[src/rtl/sequential_divider_if.sv]
// Handshake and operand/result bundle for the sequential divider.
// master drives requests and operands; slave returns results and status.
interface sequential_divider_if #(
    parameter int OPERAND_SIZE = 4
);
    logic                    start;
    logic [OPERAND_SIZE-1:0] dividend;
    logic [OPERAND_SIZE-1:0] divisor;
    logic [OPERAND_SIZE-1:0] quotient;
    logic [OPERAND_SIZE-1:0] remainder;
    logic                    busy;
    logic                    done;
    logic                    div_by_zero;

    modport master (
        output start, dividend, divisor,
        input  quotient, remainder, busy, done, div_by_zero
    );

    modport slave (
        input  start, dividend, divisor,
        output quotient, remainder, busy, done, div_by_zero
    );
endinterface

[src/rtl/sequential_divider.sv]
// Unsigned restoring divider: one quotient bit per clock, MSB first.
// A zero divisor short-circuits straight to DONE with quotient all ones.
module sequential_divider #(
    parameter int OPERAND_SIZE = 4
) (
    input  logic                  clk,
    input  logic                  areset,
    sequential_divider_if.slave   dif
);
    localparam int N     = OPERAND_SIZE;
    localparam int CNT_W = $clog2(N + 1);

    typedef enum logic [1:0] {
        IDLE = 2'd0,
        CALC = 2'd1,
        DONE = 2'd2
    } state_t;

    state_t             state_reg, state_next;
    logic [N-1:0]       rem_reg, rem_next;
    logic [N-1:0]       dvd_reg, dvd_next;
    logic [N-1:0]       dsr_reg, dsr_next;
    logic [CNT_W-1:0]   cnt_reg, cnt_next;
    logic [N-1:0]       quo_out_reg, quo_out_next;
    logic [N-1:0]       rem_out_reg, rem_out_next;
    logic               dbz_reg, dbz_next;

    // Trial subtraction is done N+1 bits wide so the shifted partial
    // remainder can never overflow before the divisor is subtracted.
    logic [N:0]         shifted;
    logic [N:0]         diff;
    logic               qbit;
    logic [N-1:0]       rem_iter;
    logic [N-1:0]       dvd_iter;

    assign shifted  = {rem_reg, dvd_reg[N-1]};
    assign diff     = shifted - {1'b0, dsr_reg};
    assign qbit     = ~diff[N];
    assign rem_iter = qbit ? diff[N-1:0] : shifted[N-1:0];
    // Dividend bits shift out the top while quotient bits fill in at the bottom.
    assign dvd_iter = (dvd_reg << 1) | N'(qbit);

    always_ff @(posedge clk or negedge areset) begin
        if (!areset) begin
            state_reg   <= IDLE;
            rem_reg     <= '0;
            dvd_reg     <= '0;
            dsr_reg     <= '0;
            cnt_reg     <= '0;
            quo_out_reg <= '0;
            rem_out_reg <= '0;
            dbz_reg     <= 1'b0;
        end else begin
            state_reg   <= state_next;
            rem_reg     <= rem_next;
            dvd_reg     <= dvd_next;
            dsr_reg     <= dsr_next;
            cnt_reg     <= cnt_next;
            quo_out_reg <= quo_out_next;
            rem_out_reg <= rem_out_next;
            dbz_reg     <= dbz_next;
        end
    end

    always_comb begin
        state_next   = state_reg;
        rem_next     = rem_reg;
        dvd_next     = dvd_reg;
        dsr_next     = dsr_reg;
        cnt_next     = cnt_reg;
        quo_out_next = quo_out_reg;
        rem_out_next = rem_out_reg;
        dbz_next     = 1'b0;

        case (state_reg)
            IDLE, DONE: begin
                // DONE accepts a new request exactly like IDLE for full throughput.
                if (dif.start) begin
                    if (dif.divisor == '0) begin
                        state_next   = DONE;
                        quo_out_next = '1;
                        rem_out_next = dif.dividend;
                        dbz_next     = 1'b1;
                    end else begin
                        state_next = CALC;
                        rem_next   = '0;
                        dvd_next   = dif.dividend;
                        dsr_next   = dif.divisor;
                        cnt_next   = CNT_W'(N);
                    end
                end else begin
                    state_next = IDLE;
                end
            end
            CALC: begin
                rem_next = rem_iter;
                dvd_next = dvd_iter;
                cnt_next = cnt_reg - CNT_W'(1);
                if (cnt_reg == CNT_W'(1)) begin
                    state_next   = DONE;
                    quo_out_next = dvd_iter;
                    rem_out_next = rem_iter;
                end
            end
            default: begin
                state_next = IDLE;
            end
        endcase
    end

    assign dif.busy        = (state_reg == CALC);
    assign dif.done        = (state_reg == DONE);
    assign dif.div_by_zero = dbz_reg;
    assign dif.quotient    = quo_out_reg;
    assign dif.remainder   = rem_out_reg;
endmodule

[src/flat_wrapper.sv]
// flat-port wrapper written by rule: the top's interface ports become plain ports
module sequential_divider_flat 
#(
    parameter int OPERAND_SIZE = 4
)
  (clk, areset, dif_start, dif_dividend, dif_divisor, dif_quotient, dif_remainder, dif_busy, dif_done, dif_div_by_zero);
  sequential_divider_if #(.OPERAND_SIZE(OPERAND_SIZE)) dif_i ();
  input  logic clk;
  input  logic areset;
  input wire logic [$bits(dif_i.start)-1:0] dif_start;
  input wire logic [$bits(dif_i.dividend)-1:0] dif_dividend;
  input wire logic [$bits(dif_i.divisor)-1:0] dif_divisor;
  output wire logic [$bits(dif_i.quotient)-1:0] dif_quotient;
  output wire logic [$bits(dif_i.remainder)-1:0] dif_remainder;
  output wire logic [$bits(dif_i.busy)-1:0] dif_busy;
  output wire logic [$bits(dif_i.done)-1:0] dif_done;
  output wire logic [$bits(dif_i.div_by_zero)-1:0] dif_div_by_zero;
  assign dif_i.start = dif_start;
  assign dif_i.dividend = dif_dividend;
  assign dif_i.divisor = dif_divisor;
  assign dif_quotient = dif_i.quotient;
  assign dif_remainder = dif_i.remainder;
  assign dif_busy = dif_i.busy;
  assign dif_done = dif_i.done;
  assign dif_div_by_zero = dif_i.div_by_zero;
  sequential_divider #(.OPERAND_SIZE(OPERAND_SIZE)) u_core (.clk(clk), .areset(areset), .dif(dif_i));
endmodule
[config.mk]
export PLATFORM = sky130hd
export DESIGN_NAME = sequential_divider_flat
export DESIGN_NICKNAME = d
export VERILOG_FILES = /design/src/rtl/sequential_divider_if.sv /design/src/rtl/sequential_divider.sv /design/src/flat_wrapper.sv
export SDC_FILE = /design/constraint.sdc
export NUM_CORES = 1
export LEC_CHECK = 0
export ABC_AREA = 1
export ABC_CLOCK_PERIOD_IN_PS = 2200
export BUFFER_PORTS_ARGS = -buffer_cell sky130_fd_sc_hd__buf_4
export CORE_ASPECT_RATIO = 1.25
export CORE_UTILIZATION = 35
export CTS_CLUSTER_DIAMETER = 150
export CTS_CLUSTER_SIZE = 28
export DETAILED_ROUTE_END_ITERATION = 12
export PLACE_DENSITY = 0.62
export SLEW_MARGIN = 40
export SYNTH_ARGS = -nofsm -noshare
export SYNTH_HDL_FRONTEND = slang
export SYNTH_SLANG_ARGS = --single-unit
[constraint.sdc]
create_clock -name clk -period 2.2 [get_ports clk]
set_clock_uncertainty 0.05 [all_clocks]
set_input_delay 0.55 -clock clk [delete_from_list [all_inputs] [get_ports clk]]
set_output_delay 0.55 -clock clk [all_outputs]
set_load 0.05 [all_outputs]
==> flow_summary_export.csv <==
group,metric,value,unit
worst_setup_path,timing.rr.end,"u_core.dif.remainder[0]",
cts,clk_pin_slew,0.09,ns
timing,finalHoldViolations,0,
placement,place_ws,0.2883,ns
cts,clk_latency,0.27,ns
floorplan,io_pins,22,
global_routing,grt_pass1_wl,5016,µm
worst_setup_path,path_max_fanout,6,
global_routing,grt_usage,15.27,%
cts,cts_buffers,3,
synth,postSynthCellCount,170,
synth,synth-seq-cells,26,
floorplan,die_area,4358,µm²
power,total_power,0.002787,W
cts,cts.sinks,26,
synth,syn_nets,188,
drt,drt_iter0_drc,28,
layout,final_layout_size_suffix_gt1_share,21.35,%
placement,place.gp.congestion,0.8576,
global_routing,grt_pass1_vias,1124,
cts,cts-resized-gates,0,
timing,setup_viol_count_final,0,
timing,holdWs,0.1276,ns
drt,drc,0,
cts,cts_max_path_buffers,2,
power,p_leak,0.8718,nW
hold_path,hp-class,"primary input to asynchronous set/reset pin",
cts,postCtsHoldBufs,0,
synth,yosysSeqAreaShare,45.38,%
timing,slew_violations,0,
placement,dp_hpwl,2144,µm
layout,finalNonFillerCells,246,
cts,cts_root_buffer,"clkbuf_8",
global_routing,gr-total-overflow,0,
floorplan,core,3847,µm²
timing,tightest_slew,0.3416,ns
synth,syn_area,1434,µm²
worst_setup_path,regToRegSetupSlack,0.27,ns
run_status,run_status,"finished clean",
timing,finalSetupTns,0,ns
timing,period_share,87.94,%
worst_setup_path,setup.worst_path.start_class,"register",
layout,areaGrowthSynthToFinish,17.19,%
run,max_cap_violations,0,
power,ir_drop,0.6627,mV
placement,dp.cells,242,
cts,cts_tree,"done",
worst_setup_path,cp.arrival,2.10,ns
layout,nNetsFinal,211,
layout,diodes,0,
cts,cts_setup_buffers,0,
timing,fin_crit,1.935,ns
timing,rsz0062_at_grt,"no",
drt,wl_per_cell,11.71,µm
timing,relSlewSlack,77.17,%
drt,viasPerCell,4.748,
synth,yosys.cell_types.count,27,
power,powerDensity,1659,nW/µm²
drt,routed_wl,2881,µm
floorplan,die_h,73.56,µm
worst_setup_path,reg2reg_depth,11,
drt,ant_nets,0,
drt,vias,1168,
worst_setup_path,r2r_start,"u_core.dsr_reg[0]",
floorplan,num_rows,25,
synth,ys_warn_count,0,
timing,fin_ws,0.2654,ns
worst_setup_path,worstSetupPathType,"register to register",
floorplan,die_w,59.25,µm
drt,dr.pass1.iters,4,
placement,portBuffers,21,
timing,max_freq,516.9,MHz
global_routing,antenna_found_initial,0,
global_routing,grt_max_degree,27,
synth,syn_area_per_cell,8.435,µm²
floorplan,initial_core_util,37.27,%
cts,htreeDepth,1,
worst_setup_path,required,2.37,ns
worst_setup_path,endpoint_kind,"register",
[power breakdown]
part,switching [W],internal [W],leakage [nW]
Combinational,0.00108,0.000576,0.536
Sequential,0.000126,0.000695,0.307
Clock,0.000148,0.000160,0.0288
[cell type report]
cell class,instances,area (µm²)
tap,54,67.56
fill,403,2167
timing repair buffer,22,165.2
clock buffer,4,55.05
sequential,26,650.6
multi-input combinational,107,618.1
inverter,33,123.9
[metrics by stage]
step | area (µm²) | utilization (%)
after floorplan | 1434 | -
after global placement | 1625 | 42.24
after detailed placement | 1625 | 42.24
after CTS | 1680 | 43.67
after global routing | 1680 | 43.67
final | 1680 | 43.67
[kinds of logic after synthesis]
| logic type | share of synthesized area (%) |
|---|---|
| AO/OA/AOI/OAI | 10.65 |
| multiplexers | 0.7853 |
| flip-flops | 45.37 |
| adder cells (fa/ha/maj) | 6.632 |
| buffers and inverters | 11.52 |
| XOR/XNOR | 1.222 |
| AND/OR/NAND/NOR | 23.82 |
[critical path, stage by stage, from the launching register on]
cell and delay, ns:
dfrtp_1 0.39, ha_1 0.23, fa_1 0.40, inv_1 0.09, nand2_1 0.06, nand2_1 0.07
nand3_1 0.06, nand2_1 0.18, nand3_1 0.14, nand3_1 0.11, nand2_1 0.06, inv_1 0.04
[cell usage after synthesis (all sizes together)]
cell type | count | share of area (%)
nand4 | 1 | 0.87
a21oi | 9 | 3.1
dfrtp | 26 | 45
nand3 | 23 | 8.4
o21ai | 10 | 3.5
nor2 | 19 | 5.7
ha | 6 | 5.2
o22ai | 1 | 0.44
a31oi | 3 | 1.3
o211ai | 3 | 2.3
inv | 33 | 8.6
mux2 | 1 | 0.79
xnor2 | 2 | 1.2
fa | 1 | 1.4
nand2 | 24 | 7.2
or2 | 4 | 1.7
buf | 4 | 2.9
[worst max path at each step]
stage	from	to	slack (ns)	cells past startpoint
4_1_cts	u_core.dsr_reg[0]	u_core.dif.remainder[0]	0.27	11
3_5_place_dp	u_core.dvd_reg[3]	u_core.dif.remainder[0]	0.29	12
5_1_grt	u_core.dvd_reg[3]	u_core.dif.remainder[0]	0.07	11
2_1_floorplan	u_core.dsr_reg[0]	u_core.dif.remainder[3]	0.46	11
3_3_place_gp	u_core.dsr_reg[0]	u_core.dif.remainder[0]	0.30	11
6_report	u_core.dsr_reg[0]	u_core.dif.remainder[0]	0.27	11
[per-layer routing]
metal	vias up	share of wire, %	GRT usage (%)
met5	-	0	0
met4	0	1.8	5.556
met3	5	2.6	1.585
met2	18	48	24.97
met1	555	48	20.72
li1	590	-	-
[cell usage in the layout, fill, tap and decap left out, drive strengths merged]
cell and count:
inv 33, dfrtp 26, nand2 24, nand3 23, buf 22, nor2 19
o21ai 10, a21oi 9, ha 6, clkbuf 4, or2 4, a31oi 3
o211ai 3, xnor2 2, nand4 1, o22ai 1, mux2 1, fa 1
No activity file was read; power rests on OpenSTA's default activity.
